File: src/rtl/acia_pkg.sv
// Shared ACIA definitions: receive FSM encoding, oversampling constants,
// 6551 status register bit positions and the parity check helper.
package acia_pkg;

    typedef enum logic [2:0] {
        ST_IDLE      = 3'd0,
        ST_START     = 3'd1,
        ST_DATA      = 3'd2,
        ST_PARITY    = 3'd3,
        ST_STOP      = 3'd4,
        ST_WAIT_HIGH = 3'd5
    } rx_state_e;

    localparam int OVERSAMPLE = 16;
    localparam int MID_SAMPLE = 7;

    // 6551 status register bit positions
    localparam int SR_PE   = 0;
    localparam int SR_FE   = 1;
    localparam int SR_OVR  = 2;
    localparam int SR_RDRF = 3;

    // High when the received parity bit does not produce the selected parity.
    function automatic logic parity_mismatch(input logic [7:0] data,
                                             input logic       par_bit,
                                             input logic       odd);
        return ((^data) ^ par_bit) != odd;
    endfunction

endpackage

File: src/rtl/acia_rx_if.sv
// CPU-side register-file connection of the ACIA receiver.
// master = register file / CPU side, slave = receiver core.
interface acia_rx_if;
    logic       rx_en;
    logic       parity_en;
    logic       parity_odd;
    logic       rd_ack;
    logic [7:0] rx_data;
    logic       rdrf;
    logic       ovr;
    logic       fe;
    logic       pe;
    logic       rts_n;

    modport master (
        output rx_en, parity_en, parity_odd, rd_ack,
        input  rx_data, rdrf, ovr, fe, pe, rts_n
    );

    modport slave (
        input  rx_en, parity_en, parity_odd, rd_ack,
        output rx_data, rdrf, ovr, fe, pe, rts_n
    );
endinterface

File: src/rtl/acia_baud_tick.sv
// Free-running prescaler producing a one-cycle tick every DIVISOR clocks.
// Shared by the receive and transmit paths; only reset clears it.
module acia_baud_tick #(
    parameter int unsigned DIVISOR = 26
) (
    input  logic clk,
    input  logic resb,
    output logic tick
);

    localparam logic [15:0] TERM = 16'(DIVISOR - 1);

    logic [15:0] cnt_q;
    logic [15:0] cnt_d;

    assign tick = (cnt_q == TERM);

    // Wrap to zero on terminal count, otherwise count up.
    always_comb begin
        cnt_d = tick ? 16'd0 : cnt_q + 16'd1;
    end

    // Prescaler count register.
    always_ff @(posedge clk or negedge resb) begin
        if (!resb) begin
            cnt_q <= 16'd0;
        end else begin
            cnt_q <= cnt_d;
        end
    end

endmodule

File: src/rtl/acia_rx.sv
// 6551-compatible ACIA receive core: 8 data bits, optional parity, 1 stop
// bit, 16x oversampling. Loads the received byte and its error flags into
// the CPU-visible data/status registers and drives RTS flow control.
module acia_rx
    import acia_pkg::*;
#(
    parameter int unsigned DIVISOR     = 26,
    parameter int unsigned SYNC_STAGES = 2
) (
    input  logic     clk,
    input  logic     resb,
    input  logic     rxd,
    acia_rx_if.slave bus
);

    localparam logic [3:0] SAMP_MID  = 4'(MID_SAMPLE);
    localparam logic [3:0] SAMP_LAST = 4'(OVERSAMPLE - 1);

    logic                   tick;
    logic [SYNC_STAGES-1:0] sync_q,     sync_d;
    logic                   rxd_prev_q, rxd_prev_d;
    logic                   rxd_s;
    logic                   fall;
    logic                   bit_done;
    logic                   load;

    rx_state_e              state_q,    state_d;
    logic [3:0]             samp_cnt_q, samp_cnt_d;
    logic [2:0]             bit_idx_q,  bit_idx_d;
    logic [7:0]             shift_q,    shift_d;
    logic                   par_err_q,  par_err_d;
    logic [7:0]             rx_data_q,  rx_data_d;
    logic [3:0]             flags_q,    flags_d;
    logic                   rts_n_q,    rts_n_d;

    acia_baud_tick #(
        .DIVISOR (DIVISOR)
    ) u_baud (
        .clk  (clk),
        .resb (resb),
        .tick (tick)
    );

    // Synchroniser shift and start-edge detection on the synchronised line.
    always_comb begin
        sync_d     = {sync_q[SYNC_STAGES-2:0], rxd};
        rxd_s      = sync_q[SYNC_STAGES-1];
        rxd_prev_d = rxd_s;
        fall       = rxd_prev_q & ~rxd_s;
        bit_done   = tick && (samp_cnt_q == SAMP_LAST);
    end

    // Synchroniser registers idle high so reset never looks like a start bit.
    always_ff @(posedge clk or negedge resb) begin
        if (!resb) begin
            sync_q     <= '1;
            rxd_prev_q <= 1'b1;
        end else begin
            sync_q     <= sync_d;
            rxd_prev_q <= rxd_prev_d;
        end
    end

    // FSM state register.
    always_ff @(posedge clk or negedge resb) begin
        if (!resb) begin
            state_q <= ST_IDLE;
        end else begin
            state_q <= state_d;
        end
    end

    // FSM next state; disabling the receiver aborts any frame in progress.
    always_comb begin
        state_d = state_q;
        if (state_q != ST_IDLE && !bus.rx_en) begin
            state_d = ST_IDLE;
        end else begin
            case (state_q)
                ST_IDLE: begin
                    if (bus.rx_en && fall) state_d = ST_START;
                end
                ST_START: begin
                    if (tick && samp_cnt_q == SAMP_MID) begin
                        state_d = rxd_s ? ST_IDLE : ST_DATA;
                    end
                end
                ST_DATA: begin
                    if (bit_done && bit_idx_q == 3'd7) begin
                        state_d = bus.parity_en ? ST_PARITY : ST_STOP;
                    end
                end
                ST_PARITY: begin
                    if (bit_done) state_d = ST_STOP;
                end
                ST_STOP: begin
                    // A low stop bit is a break: wait for the line to recover.
                    if (bit_done) state_d = rxd_s ? ST_IDLE : ST_WAIT_HIGH;
                end
                ST_WAIT_HIGH: begin
                    if (rxd_s) state_d = ST_IDLE;
                end
                default: state_d = ST_IDLE;
            endcase
        end
    end

    // FSM outputs: sample counting, deserialising and the register load.
    always_comb begin
        samp_cnt_d = samp_cnt_q;
        bit_idx_d  = bit_idx_q;
        shift_d    = shift_q;
        par_err_d  = par_err_q;
        rx_data_d  = rx_data_q;
        flags_d    = flags_q;
        load       = 1'b0;

        if (state_d != state_q) begin
            samp_cnt_d = 4'd0;
        end else if (tick) begin
            samp_cnt_d = samp_cnt_q + 4'd1;
        end

        if (state_q == ST_START && state_d == ST_DATA) begin
            bit_idx_d = 3'd0;
            par_err_d = 1'b0;
        end

        if (state_q == ST_DATA && bit_done) begin
            shift_d[bit_idx_q] = rxd_s;
            bit_idx_d          = bit_idx_q + 3'd1;
        end

        if (state_q == ST_PARITY && bit_done) begin
            par_err_d = parity_mismatch(shift_q, rxd_s, bus.parity_odd);
        end

        load = (state_q == ST_STOP) && bit_done && bus.rx_en;

        // A load always beats a coincident read; otherwise a read clears status.
        if (load) begin
            if (!flags_q[SR_RDRF] || bus.rd_ack) begin
                rx_data_d         = shift_q;
                flags_d[SR_RDRF]  = 1'b1;
                flags_d[SR_FE]    = ~rxd_s;
                flags_d[SR_PE]    = par_err_q;
                if (bus.rd_ack) flags_d[SR_OVR] = 1'b0;
            end else begin
                flags_d[SR_OVR] = 1'b1;
            end
        end else if (bus.rd_ack) begin
            flags_d = 4'b0000;
        end

        rts_n_d = ~(~flags_q[SR_RDRF] & bus.rx_en);
    end

    // Frame datapath and CPU-visible data/status registers.
    always_ff @(posedge clk or negedge resb) begin
        if (!resb) begin
            samp_cnt_q <= 4'd0;
            bit_idx_q  <= 3'd0;
            shift_q    <= 8'h00;
            par_err_q  <= 1'b0;
            rx_data_q  <= 8'h00;
            flags_q    <= 4'b0000;
            rts_n_q    <= 1'b1;
        end else begin
            samp_cnt_q <= samp_cnt_d;
            bit_idx_q  <= bit_idx_d;
            shift_q    <= shift_d;
            par_err_q  <= par_err_d;
            rx_data_q  <= rx_data_d;
            flags_q    <= flags_d;
            rts_n_q    <= rts_n_d;
        end
    end

    assign bus.rx_data = rx_data_q;
    assign bus.rdrf    = flags_q[SR_RDRF];
    assign bus.ovr     = flags_q[SR_OVR];
    assign bus.fe      = flags_q[SR_FE];
    assign bus.pe      = flags_q[SR_PE];
    assign bus.rts_n   = rts_n_q;

endmodule
File: src/flat_wrapper.sv
// flat-port wrapper written by rule: the top's interface ports become plain ports
module acia_rx_flat import acia_pkg::*;
#(
    parameter int unsigned DIVISOR     = 26,
    parameter int unsigned SYNC_STAGES = 2
)
  (clk, resb, rxd, bus_rx_en, bus_parity_en, bus_parity_odd, bus_rd_ack, bus_rx_data, bus_rdrf, bus_ovr, bus_fe, bus_pe, bus_rts_n);
  acia_rx_if bus_i ();
  input  logic clk;
  input  logic resb;
  input  logic rxd;
  input wire logic [$bits(bus_i.rx_en)-1:0] bus_rx_en;
  input wire logic [$bits(bus_i.parity_en)-1:0] bus_parity_en;
  input wire logic [$bits(bus_i.parity_odd)-1:0] bus_parity_odd;
  input wire logic [$bits(bus_i.rd_ack)-1:0] bus_rd_ack;
  output wire logic [$bits(bus_i.rx_data)-1:0] bus_rx_data;
  output wire logic [$bits(bus_i.rdrf)-1:0] bus_rdrf;
  output wire logic [$bits(bus_i.ovr)-1:0] bus_ovr;
  output wire logic [$bits(bus_i.fe)-1:0] bus_fe;
  output wire logic [$bits(bus_i.pe)-1:0] bus_pe;
  output wire logic [$bits(bus_i.rts_n)-1:0] bus_rts_n;
  assign bus_i.rx_en = bus_rx_en;
  assign bus_i.parity_en = bus_parity_en;
  assign bus_i.parity_odd = bus_parity_odd;
  assign bus_i.rd_ack = bus_rd_ack;
  assign bus_rx_data = bus_i.rx_data;
  assign bus_rdrf = bus_i.rdrf;
  assign bus_ovr = bus_i.ovr;
  assign bus_fe = bus_i.fe;
  assign bus_pe = bus_i.pe;
  assign bus_rts_n = bus_i.rts_n;
  acia_rx #(.DIVISOR(DIVISOR), .SYNC_STAGES(SYNC_STAGES)) u_core (.clk(clk), .resb(resb), .rxd(rxd), .bus(bus_i));
endmodule
File: config.mk
export PLATFORM = sky130hd
export DESIGN_NAME = acia_rx_flat
export DESIGN_NICKNAME = d
export VERILOG_FILES = /design/src/rtl/acia_pkg.sv /design/src/rtl/acia_rx_if.sv /design/src/rtl/acia_baud_tick.sv /design/src/rtl/acia_rx.sv /design/src/flat_wrapper.sv
export SDC_FILE = /design/constraint.sdc
export NUM_CORES = 1
export LEC_CHECK = 0
export BUFFER_PORTS_ARGS = -buffer_cell sky130_fd_sc_hd__buf_4
export CORE_MARGIN = 1.5
export CORE_UTILIZATION = 45
export DETAILED_ROUTE_END_ITERATION = 6
export PLACE_DENSITY = 0.72
export SETUP_SLACK_MARGIN = 0.3
export SLEW_MARGIN = 20
export SYNTH_ARGS = -nofsm -noshare
export SYNTH_HDL_FRONTEND = slang
export SYNTH_SLANG_ARGS = --single-unit
File: constraint.sdc
create_clock -name clk -period 4.7 [get_ports clk]
set_input_delay 1.175 -clock clk [delete_from_list [all_inputs] [get_ports clk]]
set_output_delay 1.175 -clock clk [all_outputs]
set_load 0.03 [all_outputs]
Word level (Yosys, flattened, before mapping)
Index checks and enable logic that the tools add are counted.
- $add $sub $neg: 3
- equal/unequal tests: 14
- muxes and demuxes: 27
- magnitude comparators: 2
- bitwise gates (word level): 6
- reductions and logical operators: 24
- operators with widths (kind ; count):
    $mux 3 ; 11
    $pmux 3 s6 ; 1
    $add 16x1->16 const B ; 1
    $eq 16x5->1 const B ; 1
    $mux 16 ; 1
    $mux 4 ; 4
    $logic_and 1x1->1 ; 11
    $eq 3x2->1 const B ; 3
    $eq 3x3->1 const B ; 3
    $bwmux 8 ; 1
    $reduce_bool 2->1 ; 4
    $reduce_xor 8->1 ; 1
    $mux 1 ; 6
    $reduce_and 2->1 ; 3
    $add 4x1->4 const B ; 1
    $eq 4x3->1 const B ; 1
    $eq 4x4->1 const B ; 1
    $lt 3x4->1 const B ; 1
    $mux 2 ; 2
    $ne 2x2->1 const B ; 2
    $add 3x1->3 const B ; 1
    $demux 1 s3 ; 1
    $eq 3x1->1 const B ; 1
    $ge 3x1->1 const B ; 1
    other kinds (9) ; 13
- register bits: 51

Longest topological paths before layout
Gate-level depths: netlist (run 1).
- depth after elaboration: 10
- gate-level depth with buffers: 9
- depth with buffers taken out: 7

Modules after synthesis
From an unflattened synthesis (run 1), not the netlist that was laid out.
- cells, all modules: 230
- area total of the unflattened synthesis: 2588.7 µm²
- by module, submodules not included (module ; sequential area each (µm²) ; times used ; cells an instance ; area an instance (µm²)):
    acia_rx ; 880.8 ; 1 ; 164 ; 1833.0
    acia_baud_tick ; 400.4 ; 1 ; 66 ; 755.7

Worst setup path after synthesis (run 1)
Ideal clock, no wire load.
- kind: input -> register
- start point: input bus_rx_en
- end point: register u_core.rx_data_q[1] (netlist: u_core.bus.rx_data[1])
- arrival time: 2.075 ns
- setup slack: 2.501 ns
- stages: 5
- buffers on the path: 1
- cells stage by stage: nand2_1 -> nor3_1 -> nand4_1 -> buf_2 -> mux2_2
- cells in the longest elaborated chain, start to end: 2
- RTL lines (what ; RTL line ; text):
    from (decl) ; flat_wrapper.sv:12 ; input wire logic [$bits(bus_i.rx_en)-1:0] bus_rx_en;
    $logic_and 1x1->1 ; acia_rx.sv:138 ; load = (state_q == ST_STOP) && bit_done && bus.rx_en;
    $reduce_and 2->1 (no line) ; -- ;
    to (signal assigned) ; acia_rx.sv:173 ; rx_data_q <= rx_data_d;
    to (decl) ; acia_rx.sv:32 ; logic [7:0] rx_data_q, rx_data_d;
Every way passes these cells.
A chain may end at the register's enable or synchronous reset.

Final worst setup path (run 1)
- start point: input bus_rx_en
- end point: register u_core.rx_data_q[6] (netlist: u_core.bus.rx_data[6])
The elaborated chain is that of the path after synthesis.

==> results of run 1 <==
## sequential cells by signal, summed over array words and instances (netlist names), 2 cells and up
| register | flops |
|---|---|
| u_core.flags_q | 4 |
| u_core.state_q | 3 |
| u_core.u_baud.cnt_q | 16 |
| u_core.bit_idx_q | 3 |
| u_core.bus.rx_data | 8 |
| u_core.sync_q | 2 |
| u_core.shift_q | 8 |
| u_core.samp_cnt_q | 4 |
## Yosys cell counts (all sizes together) (2+ instances only)
master | n | area (µm²)
a21oi | 7 | 35.0
a22o | 2 | 17.5
a31oi | 2 | 12.5
a41oi | 2 | 17.5
and2 | 2 | 12.5
and3 | 4 | 25.0
and4 | 3 | 26.3
buf | 6 | 33.8
clkbuf | 7 | 27.5
dfrtp | 47 | 1180
dfstp | 4 | 105
ha | 5 | 62.6
inv | 6 | 22.5
mux2 | 16 | 180
mux2i | 2 | 20.0
nand2 | 15 | 56.3
nand2b | 4 | 25.0
nand3 | 13 | 65.1
nand3b | 2 | 15.0
nand4 | 10 | 68.8
nand4b | 4 | 35.0
nor2 | 16 | 60.1
nor2b | 4 | 25.0
nor3 | 11 | 55.1
nor4 | 3 | 33.8
nor4b | 4 | 86.3
o21ai | 9 | 45.0
xnor2 | 22 | 193
xor2 | 5 | 43.8
## power by group
part / total, W / switching [W] / internal [W]
registers: 0.000448 / 0.00000472 / 0.000443
logic: 0.0000310 / 0.0000201 / 0.0000110
clock network: 0.000265 / 0.000144 / 0.000120
total: 0.000743 / 0.000169 / 0.000574
## routing by layer
metal	vias up	global-route usage, %
li1	887	-
met1	852	21.8
met2	37	24.2
met3	4	3.77
met4	0	6.49
met5	-	0
## worst paths after layout
| check | startpoint | to |
|---|---|---|
| max | bus_rx_en | u_core.bus.rx_data[6] |
| min | u_core.sync_q[0] | u_core.sync_q[1] |
| max reg2reg | u_core.u_baud.cnt_q[1] | u_core.samp_cnt_q[0] |
| min reg2reg | u_core.sync_q[0] | u_core.sync_q[1] |
| max in group asynchronous | resb | u_core.u_baud.cnt_q[11] |
| min in group asynchronous | resb | u_core.u_baud.cnt_q[6] |
## metrics by stage
step / area [µm²] / hold WS [ns] / cells / total power, W
finish: 2910 / 0.346 / 330 / 0.000743
global route: 2910 / 0.352 / 330 / 0.000781
CTS: 2910 / 0.347 / 330 / 0.000754
detailed placement: 2810 / 0.349 / 322 / 0.000488
global placement: 2810 / 0.346 / 322 / 0.000488
floorplan: 2640 / 0.345 / 244 / 0.000470
## cells by family (layout without fill, tap and decap cells)
kind of cell	count (synthesis)	in the layout
AO/OA/AOI/OAI	25	25
XOR/XNOR	27	27
adder cells (fa/ha/maj)	5	5
buffers and inverters	19	33
flip-flops	51	51
multiplexers	18	18
AND/OR/NAND/NOR	99	99
## area by class of cell
cell class / instances / share of cell area, %
Clock buffer: 6 / 2.84
Timing Repair Buffer: 19 / 4.90
Tap cell: 72 / 3.10
Inverter: 6 / 0.774
Clock inverter: 2 / 0.559
Multi-Input combinational cell: 174 / 43.8
Sequential cell: 51 / 44.0
==> results_dict.tcl, run 1 <==
set metrics [dict create \
    antenna_found_initial 0 \
    num_vias 1780 \
    grt_max_degree 52 \
    synth-compound-area-share_pct 5.83 \
    rsz0062_at_grt "no" \
    clk-insertion-delay-late_ns 0.30 \
    drt-met1-wl_mm 2.25 \
    wire_per_inst_um 13.9 \
    vias_per_cell 5.39 \
    max_cap_violations 0 \
    finalSetupViolCount 0 \
    regArea_um2 1280 \
    postCtsSetupBuffers 0 \
    status "completed" \
    ys_seq_elements 51 \
    final_cell_mix "47 x dfrtp_1, 22 x xnor2_1, 19 x buf_4" \
    cts_resized 0 \
    hold_buffers 0 \
    die_x_um 79.6 \
    post-place-ws_ns 2.00 \
    clkTransAtPathRegs_ns 0.10 \
    numCtsBuffers 5 \
    async_flop_share_pct 100 \
    ys_seq_area_share_pct 48.5 \
    final_nets 269 \
    synth_edf_count 0 \
    slew_headroom_pct 57.9 \
    first_global_vias 1695 \
    multi_input_area_um2 1270 \
    layout-drive-gt1-share_pct 20.2 \
    clk_path_buf_depth 2 \
    fillCellCount 514 \
    die_area_um2 6340 \
    min_path_cells 0 \
    slowest_delay_ns 0.49 \
    synth_simple_gate_area_share_pct 23.6 \
    cp.required_ns 4.90 \
    finClkSkew_ns 0.0121 \
    ir_drop_mv 0.144 \
    dr.pass1.iters 4 \
    routed_wirelength_mm 4.58 \
    final_antenna_net_count 0 \
    layout_setup_ws_ns 2.34 \
    muxShareOfSynthArea_pct 7.58 \
    die_y_um 79.6 \
    fin_crit_sh_pct 50.3 \
    fin_setup_tns_ns 0 \
    synthAdderAreaFrac_pct 2.37 \
    rows 27 \
    crit_family "simple AND/OR/NAND/NOR gates" \
    synth_flop_cell "dfrtp_1" \
    final-hold-violation-count 0 \
    io_pins 20 \
    start_util_pct 47.4 \
    port-buffer-count 19 \
    endpoint_kind "flip-flop" \
    powerDensity_nw_per_um2 255 \
    synth-xor-area-share_pct 8.96 \
    synth_cells 244 \
    grt_pass1_wl_mm 7.86 \
    tightest_slew_ns 0.631 \
    critPathSlowestCell "nand4_1" \
    dp_hpwl_mm 3.24 \
    min_period_ns 2.36 \
    overflow 0 \
    cts_tree "yes" \
    final_common_cell "dfrtp_1" \
    syn_avg_cell_area_um2 10.8 \
    crit_fanout 12 \
    crit_chain "buf_4, nand2_1, nor3_1, nand4_1, mux2_2" \
    drc_errors 0 \
    wl_met2_mm 2.10 \
    r2r_cells 7 \
    crit_type "input port to flip-flop" \
    synth_cell_types 43 \
    n_antenna_cell 0 \
    startpoint_type "input port" \
    core-area_um2 5570 \
    highest_layer "met4" \
    worst-path-buf-inv 1 \
    hold_path.class "flip-flop to flip-flop" \
    syn_area_um2 2640 \
    critical_path_arrival_ns 2.56 \
    syn_nets 256 \
    syn2layout_area_growth_pct 10.2 \
    numClockSinks 51 \
    fin_util_pct 52.2 \
    clock.fmax_mhz 423 \
    grtUsageTotal_pct 16.0 \
    cts_root_buf "clkbuf_8" \
    leakagePower_nw 1.33 \
    final-max-slew-violation-count 0 \
    cp.depth 5 \
    place.gp.congestion 0.840 \
    r2r_slack_ns 2.37 \
    wl_met3_um 165 \
    synth_top_family_by_area "simple AND/OR/NAND/NOR gates" \
    drt_iter0_drc 89 \
    yosysWarnings 0 \
    htree_levels 2 \
]
Note: power is estimated with default switching activity, not from simulation.
==> run 2: changes to the inputs <==
--- a/config.mk
+++ b/config.mk
@@ -9,7 +9,7 @@
 export CORE_MARGIN = 1.5
 export CORE_UTILIZATION = 45
 export DETAILED_ROUTE_END_ITERATION = 6
-export PLACE_DENSITY = 0.72
+export PLACE_DENSITY = 0.74
 export SETUP_SLACK_MARGIN = 0.3
 export SLEW_MARGIN = 20
 export SYNTH_ARGS = -nofsm -noshare
==> constraint.sdc (replaced) <==
create_clock -name clk -period 2.02 [get_ports clk]
set_input_delay 0.505 -clock clk [delete_from_list [all_inputs] [get_ports clk]]
set_output_delay 0.505 -clock clk [all_outputs]
set_load 0.03 [all_outputs]
==> run 2 against run 1 <==
- the run now ends with negative setup slack left
- cell count increased by 12%
- hold slack got worse by 0.13 ns
- critical path depth increased by 2
- worst setup slack got worse by 2.4 ns
- core utilization increased by 9.9 points
- sequential share of layout area decreased by 6.9 points
==> results_dict.tcl, run 2 (synthesis gave the netlist of run 1 again) <==
set metrics [dict create \
    grtUsageMet1_pct 25.3 \
    numCtsBuffers 5 \
    crit_type "flip-flop to flip-flop" \
    finalSetupViolCount 4 \
    crit_chain "inv_1, ha_2, nor4b_4, nand4_2, or2_4, nor4b_4, mux2_4" \
    startpoint_type "flip-flop" \
    finClkSkew_ns 0.00777 \
    top_register "u_core.u_baud.cnt_q" \
    hold_slack_ns 0.215 \
    dr.pass1.iters 4 \
    clkTransAtPathRegs_ns 0.10 \
    startpoint "u_core.u_baud.cnt_q[1]" \
    dp_cells 349 \
    final_nets 310 \
    endpoint_kind "flip-flop" \
    hold_buffers 0 \
    routed_wirelength_mm 6.05 \
    critical_path_arrival_ns 2.28 \
    grt_max_degree 52 \
    clk-insertion-delay-late_ns 0.31 \
    vias_per_cell 5.56 \
    critPathMostFrequentCell "nor4b_4" \
    die_area_um2 6340 \
    n_antenna_cell 0 \
    num_vias 2062 \
    clock.fmax_mhz 483 \
    final_cell_mix "54 x buf_4, 44 x dfrtp_1, 22 x xnor2_1" \
    overflow 0 \
    critPathSlowestCell "dfrtp_1" \
    min_period_ns 2.07 \
    die_x_um 79.6 \
    met2_usage_pct 31.0 \
    grt_pass1_wl_mm 9.42 \
    antenna_found_initial 0 \
    fin_setup_tns_ns -0.0733 \
    final_antenna_net_count 0 \
    grt.busiest_layer "met2" \
    r2r_start "u_core.u_baud.cnt_q[1]" \
    drt_iter0_drc 126 \
    cts_root_buf "clkbuf_8" \
    slowest_delay_ns 0.40 \
    syn2layout_area_growth_pct 31.1 \
    clk_path_buf_depth 2 \
    numClockSinks 51 \
    htree_levels 2 \
    slew_headroom_pct 56.3 \
    wire_per_inst_um 16.3 \
    crit_fanout 5 \
    core-area_um2 5570 \
    cts_tree "yes" \
    start_util_pct 47.4 \
    fin_crit_sh_pct 103 \
    io_pins 20 \
    drc_errors 0 \
    place.gp.congestion 0.865 \
    port-buffer-count 19 \
    ir_drop_mv 0.478 \
    p_total_w 0.00187 \
    layout-drive-gt1-share_pct 41.5 \
    status "finished, violations left" \
    hold_path.class "input port to asynchronous set/reset pin" \
    grt_util_met3_pct 3.20 \
    powerDensity_nw_per_um2 541 \
    die_y_um 79.6 \
    cp.required_ns 2.23 \
    rows 27 \
    fillCellCount 430 \
    first_global_vias 1998 \
    largest_register_ffs 16 \
    final-max-slew-violation-count 0 \
    final_common_cell "buf_4" \
    max_cap_violations 0 \
    layout_setup_ws_ns -0.0522 \
    final-hold-violation-count 0 \
    violations "negative setup slack" \
    tightest_slew_ns 0.656 \
    rsz0062_at_grt "yes" \
    grtUsageTotal_pct 19.1 \
    dp_hpwl_mm 3.57 \
    leakagePower_nw 1.57 \
    fin_cells 371 \
]
-- run 2: metrics by stage --
stage,area (µm²),setup slack [ns],utilization (%)
2_1_floorplan,2660,-0.0258,-
3_3_place_gp,3020,0.0913,54.2
3_5_place_dp,3020,-0.00478,54.2
4_1_cts,3260,0.0746,58.4
5_1_grt,3460,-0.0848,62.1
6_report,3460,-0.0522,62.1
-- run 2: power by group --
| part | total, W | switching, W | internal, W |
|---|---|---|---|
| combinational | 0.0000967 | 0.0000623 | 0.0000343 |
| sequential | 0.00104 | 0.00000791 | 0.00103 |
| clock | 0.000737 | 0.000364 | 0.000374 |
| total | 0.00187 | 0.000434 | 0.00144 |
-- run 2: timing repair --
action / in CTS / in global routing
endpoints found under the setup margin: 29 / 32
gates resized for setup: 17 / 32
endpoints found under the hold margin: 0 / 0
buffers inserted: 6 / 8
pin swaps: 3 / 21
cloned: 0 / 0
-- run 2: routing by layer --
metal / vias up / share of wire [%]
li1: 963 / -
met2: 38 / 51
met3: 7 / 2.7
met1: 1054 / 44
met5: - / 0
met4: 0 / 1.6
-- run 2: worst paths after layout --
path                                                end  slack, ns  depth (start not counted)
worst max-delay path                  u_core.shift_q[4]      -0.05                          7
worst min-delay path             u_core.u_baud.cnt_q[7]       0.22                          1
worst max register to register        u_core.shift_q[4]      -0.05                          7
worst min register to register         u_core.sync_q[1]       0.36                          0
max in group asynchronous       u_core.u_baud.cnt_q[13]       1.34                          1
min in group clk                       u_core.sync_q[0]       0.30                          1
-- run 2: layout make-up --
class,instances,area (µm²),share of cell area (%)
tap,72,90.1,2.60
sequential,51,1280,37.1
timing repair buffer,60,473,13.7
multi-input combinational,174,1480,42.6
clock buffer,5,68.8,1.99
clock inverter,3,46.3,1.34
inverter,6,22.5,0.651
-- run 2: critical path: cells and delay by family (launching register included) --
| kind | cells | cell delay, ns |
|---|---|---|
| AND/OR/NAND/NOR | 4 | 1.00 |
| flip-flops | 1 | 0.40 |
| multiplexers | 1 | 0.33 |
| adder cells (fa/ha/maj) | 1 | 0.18 |
| buffers and inverters | 1 | 0.07 |
